## src/rtl/serial_deframer.sv

```systemverilog
// Serial deframer: start bit, W data bits LSB-first, optional parity, stop bit -> parallel word with valid/ready.
// Registers update on the falling edge of n_clk; optional parity bit enabled by SERIAL_DEFRAMER_PARITY_EN.
module serial_deframer #(
    parameter int W       = 8,
    parameter bit PAR_ODD = 1'b0
) (
    input  logic         n_clk,
    input  logic         rst,
    input  logic         sdi,
    input  logic         en,
    input  logic         rdy,
    output logic [W-1:0] dout,
    output logic         dvalid,
    output logic         busy,
    output logic         ferr,
    output logic         perr,
    output logic         ovr
);

    localparam int CW = (W > 1) ? $clog2(W) : 1;

    localparam logic [2:0] S_IDLE  = 3'd0;
    localparam logic [2:0] S_DATA  = 3'd1;
    localparam logic [2:0] S_PAR   = 3'd2;
    localparam logic [2:0] S_STOP  = 3'd3;
    localparam logic [2:0] S_BREAK = 3'd4;

    logic [2:0]    r_state;
    logic [2:0]    w_state_nxt;
    logic [CW-1:0] r_cnt;
    logic [CW-1:0] w_cnt_nxt;
    logic [W-1:0]  r_shift;
    logic [W-1:0]  r_dout;
    logic          r_dvalid;
    logic          r_ferr;
    logic          r_perr;
    logic          r_ovr;

    logic w_last;
    logic w_stop_edge;
    logic w_done;
    logic w_ferr;
    logic w_par_bad;
    logic w_good;
    logic w_load;
    logic w_ovr;
    logic w_accept;

    assign w_last = (r_cnt == CW'(W - 1));

    always_comb begin
        w_state_nxt = r_state;
        w_cnt_nxt   = r_cnt;
        if (en) begin
            case (r_state)
                S_IDLE: begin
                    if (!sdi) begin
                        w_state_nxt = S_DATA;
                        w_cnt_nxt   = '0;
                    end
                end
                S_DATA: begin
                    if (w_last) begin
`ifdef SERIAL_DEFRAMER_PARITY_EN
                        w_state_nxt = S_PAR;
`else
                        w_state_nxt = S_STOP;
`endif
                    end else begin
                        w_cnt_nxt = r_cnt + 1'b1;
                    end
                end
                S_PAR:   w_state_nxt = S_STOP;
                S_STOP:  w_state_nxt = sdi ? S_IDLE : S_BREAK;
                S_BREAK: begin
                    // Line held low: wait for mark before looking for a new start bit
                    if (sdi) begin
                        w_state_nxt = S_IDLE;
                    end
                end
                default: w_state_nxt = S_IDLE;
            endcase
        end
    end

    assign w_stop_edge = en & (r_state == S_STOP);
    assign w_done      = w_stop_edge & sdi;
    assign w_ferr      = w_stop_edge & ~sdi;

`ifdef SERIAL_DEFRAMER_PARITY_EN
    logic r_par_bit;

    always_ff @(negedge n_clk or posedge rst) begin
        if (rst) begin
            r_par_bit <= 1'b0;
        end else if (en && (r_state == S_PAR)) begin
            r_par_bit <= sdi;
        end
    end

    assign w_par_bad = w_done & ((^r_shift ^ PAR_ODD) != r_par_bit);
`else
    // No parity bit in the frame; PAR_ODD has no effect in this build
    assign w_par_bad = 1'b0 & PAR_ODD;
`endif

    assign w_good   = w_done & ~w_par_bad;
    assign w_load   = w_good & (~r_dvalid | rdy);
    assign w_ovr    = w_good & r_dvalid & ~rdy;
    assign w_accept = r_dvalid & rdy;

    always_ff @(negedge n_clk or posedge rst) begin
        if (rst) begin
            r_state  <= S_IDLE;
            r_cnt    <= '0;
            r_shift  <= '0;
            r_dout   <= '0;
            r_dvalid <= 1'b0;
            r_ferr   <= 1'b0;
            r_perr   <= 1'b0;
            r_ovr    <= 1'b0;
        end else begin
            r_state <= w_state_nxt;
            r_cnt   <= w_cnt_nxt;
            if (en && (r_state == S_DATA)) begin
                r_shift <= {sdi, r_shift[W-1:1]};
            end
            // Pulses are rewritten every edge so they never outlast one cycle
            r_ferr <= w_ferr;
            r_perr <= w_par_bad;
            r_ovr  <= w_ovr;
            if (w_load) begin
                r_dout   <= r_shift;
                r_dvalid <= 1'b1;
            end else if (w_accept) begin
                r_dvalid <= 1'b0;
            end
        end
    end

    assign dout   = r_dout;
    assign dvalid = r_dvalid;
    assign busy   = (r_state != S_IDLE);
    assign ferr   = r_ferr;
    assign perr   = r_perr;
    assign ovr    = r_ovr;

endmodule

```

## config.mk

```make
export PLATFORM = sky130hd
export DESIGN_NAME = serial_deframer
export DESIGN_NICKNAME = d
export VERILOG_FILES = /design/src/rtl/serial_deframer.sv
export SDC_FILE = /design/constraint.sdc
export NUM_CORES = 1
export LEC_CHECK = 0
export ABC_AREA = 1
export BUFFER_PORTS_ARGS = -buffer_cell sky130_fd_sc_hd__buf_2
export CORE_MARGIN = 2
export CORE_UTILIZATION = 30
export CTS_CLUSTER_DIAMETER = 200
export DETAILED_ROUTE_END_ITERATION = 8
export GPL_ROUTABILITY_DRIVEN = 0
export SYNTH_ARGS = -nofsm -noshare
export SYNTH_HDL_FRONTEND = slang
export SYNTH_SLANG_ARGS = --single-unit
```

## constraint.sdc

```tcl
create_clock -name n_clk -period 4.15 [get_ports n_clk]
set_clock_uncertainty 0.2 [all_clocks]
set_input_delay 0.415 -clock n_clk [delete_from_list [all_inputs] [get_ports n_clk]]
set_output_delay 0.415 -clock n_clk [all_outputs]
set_load 0.01 [all_outputs]
```

==> results.md, run 1 <==
* Leakage power at 0.7094 nW
* FF-to-FF path depth at 8
* NumNets Final at 157
* Layout Cells excl Fill at 197
* Reg-to-Reg Start: r_cnt[0]
* I/O Buffers at 16
* #FFs+latches synth at 25
* Iter 0 DRT Violations at 37
* First-pass GRT wire length at 3.643 mm
* Clock buffer depth at 2
* Hold path depth at 2
* Final Hold Slack at 0.2250 ns
* Kind of critical path: reg2out
* Share of cells above drive strength 1 at 24.83%
* GR Overflow Total at 0
* Fin. max-slew vios at 0
* Drt total wl at 2.028 mm
* Leading cell type in the layout, fill and taps excluded: nand2_1
* Commonest cells after routing, fill and taps aside: 34 x nand2_1, 25 x dfrtn_1, 18 x inv_1
* Synthesized cell area at 0.001167 sq mm
* Final hold vios at 0
* Cts bufs inserted at 3
* Die Wd at 66.38 microns
* Syn_nets at 138
* DRT antenna net count at 0
* RSZ-0062 raised after global routing: false
* Worst-Skew Late Latency at 0.28 ns
* Most area-consuming cells after synthesis: dfrtn_1 54%, nand2_1 11%, o21ai_2 6.0%, inv_1 5.8%, nand3_1 4.7%
* Largest net degree at the start of global routing at 26
* Crit end category: primary output
* Initial antenna violation count at 0
* DIE AREA at 0.004406 sq mm
* Crit path from: r_state[0]
* Startpoint Class: register
* Via density at 4.452
* Total power at 0.9021 mW
* TritonCTS Sinks at 25
* Yosys top cell area share at 53.59%
* Wire length per cell at 10.29 microns
* Cell taking the most area after synthesis: dfrtn_1
* Die height at 66.38 microns
* CP Max Fanout at 4
* Pre-antenna DRT Iters at 4
* Pwr Density at 673.2 mW/mm^2
* Number of global-route vias before repair at 815
* Synth Instances at 131
* Distinct cells, synth at 19
* CTS root buf: clkbuf_8
* Yosys warns at 0
* Placed Cells at 193
* Dpl ws at 0.5792 ns
* Rows at 22
* Post-route DRC at 0
* Final setup violation count at 0
* Max-cap violations at 0
* I/O Pins at 18
* Seq/Total Area, Yosys at 53.59%
* Hold Crit Start: r_cnt[1]
* Reg clk slew, reported paths at 0.06 ns
* Area grow syn2layout at 14.79%
* Hold_buf cts at 0
* Setup Buffers After CTS at 0
* Via Count at 877
* HPWL after DPL at 1.503 mm
* Initial Util at 31.65%
* GRT Resource Usage Total at 10.73%
* Total core area at 0.003689 sq mm
* PnR worst setup slack at 0.2522 ns
* Syn avg cell area at 8.911 sq um
* Worst hold path class: reg2reg
* Worst vdd rail ir drop at 0.4692 mV
* Post-CTS Resized at 0
* Final setup TNS at 0 ns
* Antenna diode count at 0
* CTS tree: done
* Worst Path Arrival at 3.28 ns
* Run status: finished clean
* H-Tree Level Count at 1
* WP data required at 3.53 ns
* Fill cells at 400
-- final timing paths --
check                              to  slack (ns)
min                          r_cnt[1]        0.23
max                              busy        0.25
min in group asynchronous    r_cnt[1]        1.93
min reg2reg                  r_cnt[1]        0.23
max reg2reg                  r_cnt[0]        2.53
max in group asynchronous  r_shift[6]        1.54
-- cells in the mapped netlist, drive strengths merged --
library cell / instances
a21oi: 1
buf: 3
conb: 1
dfrtn: 25
ha: 2
inv: 21
nand2: 36
nand3: 13
nor2: 9
nor3: 1
o21ai: 16
o21bai: 3
-- per-stage QoR --
| stage | util, % | cell area (sq um) |
|---|---|---|
| 6_report | 36.33 | 1340 |
| 3_3_place_gp | 35.01 | 1291 |
| 3_5_place_dp | 35.01 | 1291 |
| 2_1_floorplan | - | 1167 |
| 4_1_cts | 36.33 | 1340 |
| 5_1_grt | 36.33 | 1340 |
-- cell families after synthesis --
group,share of synthesized area (%)
buffers and inverters,8.788
adders and majority gates,2.143
AOI/OAI and AO/OA,11.79
other,0.3212
DFF,53.59
and+or+nand+nor,23.37
-- worst max-delay path, stage by stage (launching register included) --
cell     delay (ns)
dfrtn_1        0.39
nor2_1         0.27
nand2_1        0.12
buf_2          0.16
-- registers in the layout (all words and copies together), names as in the netlist --
register,cells
ovr,1
dout,8
ferr,1
r_shift,8
r_cnt,3
r_state,3
dvalid,1
-- area by class of cell --
type,instances,area (sq um),share of cell area [%]
sequential,25,625.6,46.69
tap,48,60.06,4.482
clock inverter,1,7.507,0.5602
timing repair buffer,17,87.58,6.536
inverter,21,78.83,5.882
clock buffer,3,41.29,3.081
multi-input combinational,82,439.2,32.77
-- power breakdown --
part           switching [mW]  internal, mW  leakage [nW]
combinational           0.235         0.127         0.353
clock                  0.0780        0.0680        0.0217
sequential             0.0575         0.337         0.335
total                   0.370         0.532         0.709
-- layer usage --
metal  wire, microns  share of wire [%]  vias up  GRT usage (%)
met5               0                  0        -              0
met4              10               0.49        0          1.531
met3             128                6.3        2          3.578
met2             985                 49       29          18.63
met1             904                 45      401          13.14
li1                -                  -      445              -
No activity file was read; power rests on OpenSTA's default activity.
==> run 2, diff against run 1 <==
--- a/config.mk
+++ b/config.mk
@@ -12,6 +12,7 @@
 export CTS_CLUSTER_DIAMETER = 200
 export DETAILED_ROUTE_END_ITERATION = 8
 export GPL_ROUTABILITY_DRIVEN = 0
+export RECOVER_POWER = 50
 export SYNTH_ARGS = -nofsm -noshare
 export SYNTH_HDL_FRONTEND = slang
 export SYNTH_SLANG_ARGS = --single-unit
==> constraint.sdc (replaced) <==
create_clock -name n_clk -period 3.85 [get_ports n_clk]
set_clock_uncertainty 0.2 [all_clocks]
set_input_delay 0.385 -clock n_clk [delete_from_list [all_inputs] [get_ports n_clk]]
set_output_delay 0.385 -clock n_clk [all_outputs]
set_load 0.01 [all_outputs]
==> run 2 against run 1 <==
Design area shrank 0.84%. Utilization shrank 0.31 points. Die area is the same. Critical path depth is the same. First-iteration DRC count grew 11%. Sequential share of layout area grew 0.40 points. Worst hold slack is essentially flat. Via count shrank 1.1%. Sequential power grew 7.9%. Flip-flop and latch count is the same. Final cell count is the same. Critical endpoint unchanged. Largest power group unchanged.
==> results.md, run 2 (synthesized netlist as in run 1, its figures left out) <==
* Cell chain of the critical path: nor2_1 > nand2_1 > buf_2
* Total core area at 0.003689 sq mm (unchanged)
* I/O Pins at 18 (unchanged)
* Leakage power at 0.6993 nW (-1.4%)
* TritonCTS Sinks at 25 (unchanged)
* WP data required at 3.26 ns (-0.27 ns)
* Pre-antenna DRT Iters at 4 (unchanged)
* First-pass GRT wire length at 3.643 mm (unchanged)
* Worst path depth at 3 (unchanged)
* Worst vdd rail ir drop at 0.5071 mV (+8.1%)
* DRT antenna net count at 0 (unchanged)
* Final setup violation count at 0 (unchanged)
* Reg clk slew, reported paths at 0.06 ns (about the same)
* Die Wd at 66.38 microns (unchanged)
* I/O Buffers at 16 (unchanged)
* Leading cell type in the layout, fill and taps excluded: nand2_1
* CP Max Fanout at 4 (unchanged)
* Via density at 4.401 (-1.1%)
* FF+latch area at 625.6 sq um (unchanged)
* Initial antenna violation count at 0 (unchanged)
* Run status: finished clean
* Setup Buffers After CTS at 0 (unchanged)
* Largest net degree at the start of global routing at 26 (unchanged)
* Via Count at 867 (-1.1%)
* Clock buffer depth at 2 (unchanged)
* CTS tree: done
* Fin. max-slew vios at 0 (unchanged)
* Post-CTS Resized at 0 (unchanged)
* Final setup TNS at 0 ns (unchanged)
* Layout Cells excl Fill at 197 (unchanged)
* Commonest cells after routing, fill and taps aside: 34 x nand2_1, 25 x dfrtn_1, 18 x inv_1
* Area of the multi-input gates at 434.2 sq um (-1.1%)
* Cts bufs inserted at 3 (unchanged)
* Max-slew headroom at 10.60%
* DIE AREA at 0.004406 sq mm (unchanged)
* Kind of critical path: reg2out
* RSZ-0062 raised after global routing: false
* Initial Util at 31.65% (unchanged)
* Placed Cells at 193 (unchanged)
* Startpoint Class: register
* Worst hold path class: reg2reg
* Number of global-route vias before repair at 815 (unchanged)
* CTS root buf: clkbuf_8
* Slowest cell on crit path: dfrtn_1
* GRT Resource Usage Total at 10.73% (unchanged)
* Worst-Skew Late Latency at 0.28 ns (about the same)
* Pwr Density at 728.8 mW/mm^2 (+8.3%)
* Worst Path Arrival at 3.13 ns (-0.15 ns)
* Bufs and invs on worst path at 1 (unchanged)
* Fill cells at 403 (+0.75%)
* Tightest Pin Transition at 1.341 ns
* Final hold vios at 0 (unchanged)
* Wire length per cell at 10.39 microns (+0.94%)
* Die height at 66.38 microns (unchanged)
* Post-route DRC at 0 (unchanged)
* Rows at 22 (unchanged)
* Hold path depth at 2 (unchanged)
* NumNets Final at 157 (unchanged)
* Hold_buf cts at 0 (unchanged)
* Max-cap violations at 0 (unchanged)
* FF-to-FF path depth at 5 (-3)
* Gr busiest metal: met2
* GRT met3 Usage at 3.578% (unchanged)
* GR Util met1 at 13.14% (unchanged)
* Antenna diode count at 0 (unchanged)
* H-Tree Level Count at 1 (unchanged)
* Drt total wl at 2.047 mm (+0.94%)
* Crit path max-delay family: flip-flops
* Iter 0 DRT Violations at 41 (+11%)
* GR Overflow Total at 0 (unchanged)
* Met2 Use GR at 18.63% (unchanged)
* Area grow syn2layout at 13.83%
* Worst path max stage delay at 0.39 ns (about the same)
* Share of cells above drive strength 1 at 22.15% (-2.7 points)
* Crit end category: primary output
* HPWL after DPL at 1.503 mm (unchanged)
==> run 2: changes by cell type in the layout (fill, tap and decap cells not counted) <==
| cell | previous run | this run |
|---|---|---|
| buf_2 | 16 | 14 |
| buf_4 | 1 | 0 |
| clkbuf_1 | 0 | 3 |
| nand3_1 | 11 | 12 |
| nand3_2 | 1 | 0 |
| o21ai_0 | 0 | 1 |
| o21ai_1 | 8 | 7 |
==> run 2: per-stage QoR <==
step	instance area (sq um)	utilization, %	total power, mW	hold slack [ns]	worst slack, ns
detailed placement	1291	35.01	0.8215	0.2248	0.4592
CTS	1340	36.33	0.9860	0.2270	0.1540
global placement	1291	35.01	0.7996	0.2215	0.4828
global route	1329	36.02	1.057	0.2487	0.05259
floorplan	1167	-	0.7158	0.2064	0.6414
finish	1329	36.02	0.9685	0.2250	0.1341
==> run 2: cell type report <==
cell class	instances	area share [%]
flip-flops and latches	25	47.08
clock inverters	1	0.5650
inverters	21	5.932
repair buffers	17	6.121
well taps	48	4.520
multi-input cells	82	32.67
clock buffers	3	3.107
==> run 2: routing by layer <==
| layer | wire [microns] | share of wire [%] |
|---|---|---|
| met2 | 989 | 48 |
| met4 | 10 | 0.49 |
| met3 | 103 | 5.0 |
| met5 | 0 | 0 |
| met1 | 944 | 46 |
==> run 2: final timing paths <==
kind	slack [ns]	end	from
min in group asynchronous	2.14	r_cnt[1]	rst
setup / recovery	0.13	busy	r_state[0]
hold / removal	0.23	r_cnt[1]	r_cnt[1]
max in group asynchronous	0.50	r_shift[6]	rst
hold reg to reg	0.23	r_cnt[1]	r_cnt[1]
setup reg to reg	2.10	r_shift[0]	r_state[0]
==> run 2: power breakdown <==
part	internal [mW]	total [mW]	switching [mW]
Combinational	0.135	0.386	0.251
Sequential	0.363	0.425	0.0621
Clock	0.0733	0.157	0.0838
==> run 2: worst reg2reg max path: cells and delay by family (launching register included) <==
| family | cells | cell delay, ns |
|---|---|---|
| AND/OR/NAND/NOR | 3 | 0.72 |
| flip-flops | 1 | 0.48 |
| buffers and inverters | 1 | 0.09 |
| AO/OA/AOI/OAI | 1 | 0.09 |
==> run 3, diff against run 2 <==
--- a/config.mk
+++ b/config.mk
@@ -5,7 +5,6 @@
 export SDC_FILE = /design/constraint.sdc
 export NUM_CORES = 1
 export LEC_CHECK = 0
-export ABC_AREA = 1
 export BUFFER_PORTS_ARGS = -buffer_cell sky130_fd_sc_hd__buf_2
 export CORE_MARGIN = 2
 export CORE_UTILIZATION = 30
@@ -16,3 +15,4 @@
 export SYNTH_ARGS = -nofsm -noshare
 export SYNTH_HDL_FRONTEND = slang
 export SYNTH_SLANG_ARGS = --single-unit
+export TNS_END_PERCENT = 30
==> run 3 against run 2 <==
Non-clock buffer count unchanged. Design area decreased by 9.2%. Final cell count decreased by 28%. Critical path type unchanged. Via count decreased by 28%. First-iteration DRC count decreased by 83%. Wire length decreased by 24%. Sequential share of layout area increased by 4.8 points. Register-to-register slack about the same. Sequential power increased by 1%. Synthesized cell count decreased by 40%. Setup slack improved by 0.088 ns. Combinational power decreased by 37%.
==> results.md, run 3 <==
* Seq/Total Area, Yosys at 58.89% (+5.3 points)
* Drt total wl at 1.560 mm (-24%)
* Pwr Density at 652.9 mW/mm^2 (-10%)
* Die height at 63.51 microns (-4.3%)
* FF+latch area at 625.6 sq um (unchanged)
* Reg-to-Reg Start: r_cnt[0]
* Max-slew headroom at 10.05% (-0.55 points)
* Final hold vios at 0 (unchanged)
* Clock buffer depth at 2 (unchanged)
* NumNets Final at 104 (-34%)
* Initial Util at 31.58% (-0.064 points)
* Tightest Pin Transition at 1.349 ns (+0.008218 ns)
* DIE AREA at 0.004033 sq mm (-8.5%)
* Crit end category: primary output
* Crit path from: r_state[0]
* Rows at 21 (-4.5%)
* #FFs+latches synth at 25 (unchanged)
* Synth Instances at 78 (-40%)
* Cell chain of the critical path: nor2_1 > nand2_1 > buf_2
* I/O Buffers at 16 (unchanged)
* Worst vdd rail ir drop at 0.1484 mV (-71%)
* Post-route DRC at 0 (unchanged)
* Final setup TNS at 0 ns (unchanged)
* Post-synth EDFFs at 0 (unchanged)
* Via density at 4.423 (+0.49%)
* CTS tree: done
* Synthesized cell area at 0.001062 sq mm (-9.0%)
* Yosys top cell area share at 58.89% (+5.3 points)
* Iter 0 DRT Violations at 7 (-83%)
* Total core area at 0.003363 sq mm (-8.8%)
* H-Tree Level Count at 1 (unchanged)
* Kind of critical path: reg2out
* Fill cells at 362 (-10%)
* HPWL after DPL at 1.160 mm (-23%)
* Worst-Skew Late Latency at 0.29 ns (about the same)
* GRT Resource Usage Total at 8.885% (-1.8 points)
* Setup Buffers After CTS at 0 (unchanged)
* I/O Pins at 18 (unchanged)
* Reg clk slew, reported paths at 0.08 ns (+0.02 ns)
* Slowest cell on crit path: dfrtn_1
* GR Overflow Total at 0 (unchanged)
* R2R setup slack at 2.09 ns (about the same)
* Cell internal pwr at 0.5533 mW (-3.2%)
* Antenna diode count at 0 (unchanged)
* Share of cells above drive strength 1 at 38.54% (+16 points)
* Prevailing post-synth register cell: dfrtn_1
* Post-CTS Resized at 0 (unchanged)
* CTS root buf: clkbuf_4
* Leakage power at 0.5943 nW (-15%)
* CP Max Fanout at 8 (+4)
* Hold_buf cts at 0 (unchanged)
* Clk pwr share at 14.3% (-1.9 points)
* Count leader, synth: dfrtn_1
* Top post-synthesis cells by count: 25 x dfrtn_1, 17 x mux2_2, 6 x nand2_1
* Syn avg cell area at 13.62 sq um (+53%)
* Worst hold path class: reg2reg
* Most area-consuming cells after synthesis: dfrtn_1 59%, mux2_2 18%, ha_1 2.4%, nand2_1 2.1%, a21bo_2 1.9%
* TritonCTS Sinks at 25 (unchanged)
* Cell taking the most area after synthesis: dfrtn_1
* Yosys warns at 0 (unchanged)
* First-pass GRT wire length at 2.849 mm (-22%)
* RSZ-0062 raised after global routing: false
* Die Wd at 63.51 microns (-4.3%)
* Distinct cells, synth at 23 (+4)
* Leading cell type in the layout, fill and taps excluded: dfrtn_1
* WP data required at 3.26 ns (about the same)
* Run status: finished clean
* Startpoint Class: register
* Pre-antenna DRT Iters at 4 (unchanged)
* Worst setup endpoint: busy
* Number of global-route vias before repair at 620 (-24%)
* Worst path max stage delay at 0.54 ns (+0.15 ns)
* Sequential share of power at 54.6% (+11 points)
* Wire length per cell at 10.99 microns (+5.7%)
* Fin. max-slew vios at 0 (unchanged)
* P_sw at 0.2343 mW (-41%)
* Largest net degree at the start of global routing at 26 (unchanged)
* Initial antenna violation count at 0 (unchanged)
* FF-to-FF path depth at 5 (unchanged)
* DRT antenna net count at 0 (unchanged)
* Commonest cells after routing, fill and taps aside: 25 x dfrtn_1, 17 x mux2_2, 14 x buf_2
* Total power at 0.7876 mW (-19%)
* Area grow syn2layout at 13.55%
* Worst Path Arrival at 3.04 ns (-0.09 ns)
* Comb power frac at 31.2% (-8.7 points)
* Via Count at 628 (-28%)
* Final setup violation count at 0 (unchanged)
* Cts bufs inserted at 3 (unchanged)
* Area of the multi-input gates at 407.9 sq um (-6.1%)
* Syn_nets at 85 (-38%)
* Reg-to-Reg End: r_cnt[0]
* Synth async-reset ratio at 100.0% (unchanged)
* Sw frac at 29.75% (-11 points)
* Max-cap violations at 0 (unchanged)
[run 3: worst min-delay path by stage]
| stage | start | end | slack (ns) | depth (start not counted) |
|---|---|---|---|---|
| after floorplan | r_cnt[1] | r_cnt[1] | 0.23 | 1 |
| after global placement | dout[4] | dout[4] | 0.24 | 1 |
| after detailed placement | r_cnt[1] | r_cnt[1] | 0.25 | 1 |
| after CTS | r_cnt[1] | r_cnt[1] | 0.25 | 1 |
| after global routing | dout[7] | dout[7] | 0.26 | 1 |
| final | r_cnt[1] | r_cnt[1] | 0.24 | 1 |
[run 3: per-stage QoR]
step	cell area [sq um]	std cells	setup slack [ns]	hold WS, ns	util, %
2_1_floorplan	1062	78	0.4659	0.2276	-
6_report	1206	142	0.2225	0.2424	35.86
4_1_cts	1216	142	0.2116	0.2498	36.16
3_5_place_dp	1190	138	0.2642	0.2479	35.38
3_3_place_gp	1190	138	0.2750	0.2438	35.38
5_1_grt	1206	142	0.1409	0.2624	35.86
[run 3: final cells by class]
type                       instances  area share [%]
clock buffer                       4           2.178
multi-input combinational         48           33.82
sequential                        25           51.87
tap                               46           4.772
inverter                           2          0.6224
timing repair buffer              17           6.743
[run 3: worst max-delay path: cells and delay by family (launching register included)]
family                 cells  cell delay [ns]
flip-flops                 1             0.54
buffers and inverters      1             0.12
AND/OR/NAND/NOR            2             0.17
[run 3: logic make-up after synthesis]
family,Yosys count,share of synthesized area (%)
other,1,0.3530
DFF,25,58.89
buffers and inverters,5,2.355
and+or+nand+nor,19,11.90
adders and majority gates,2,2.355
AOI/OAI and AO/OA,8,5.182
muxes,18,18.96
[run 3: layer usage]
| layer | track usage [%] | wire length, microns | vias to the layer above |
|---|---|---|---|
| met3 | 2.143 | 58 | 2 |
| met1 | 11.53 | 762 | 309 |
| met4 | 2.446 | 14 | 0 |
| li1 | - | - | 308 |
| met5 | 0 | 0 | - |
| met2 | 14.74 | 725 | 9 |
[run 3: power by group through the flow]
stage,registers (mW),logic [mW],clock network [mW]
floorplan,0.435,0.180,0
CTS,0.432,0.254,0.117
global placement,0.432,0.249,0
global route,0.450,0.278,0.128
finish,0.430,0.245,0.112
detailed placement,0.437,0.254,0
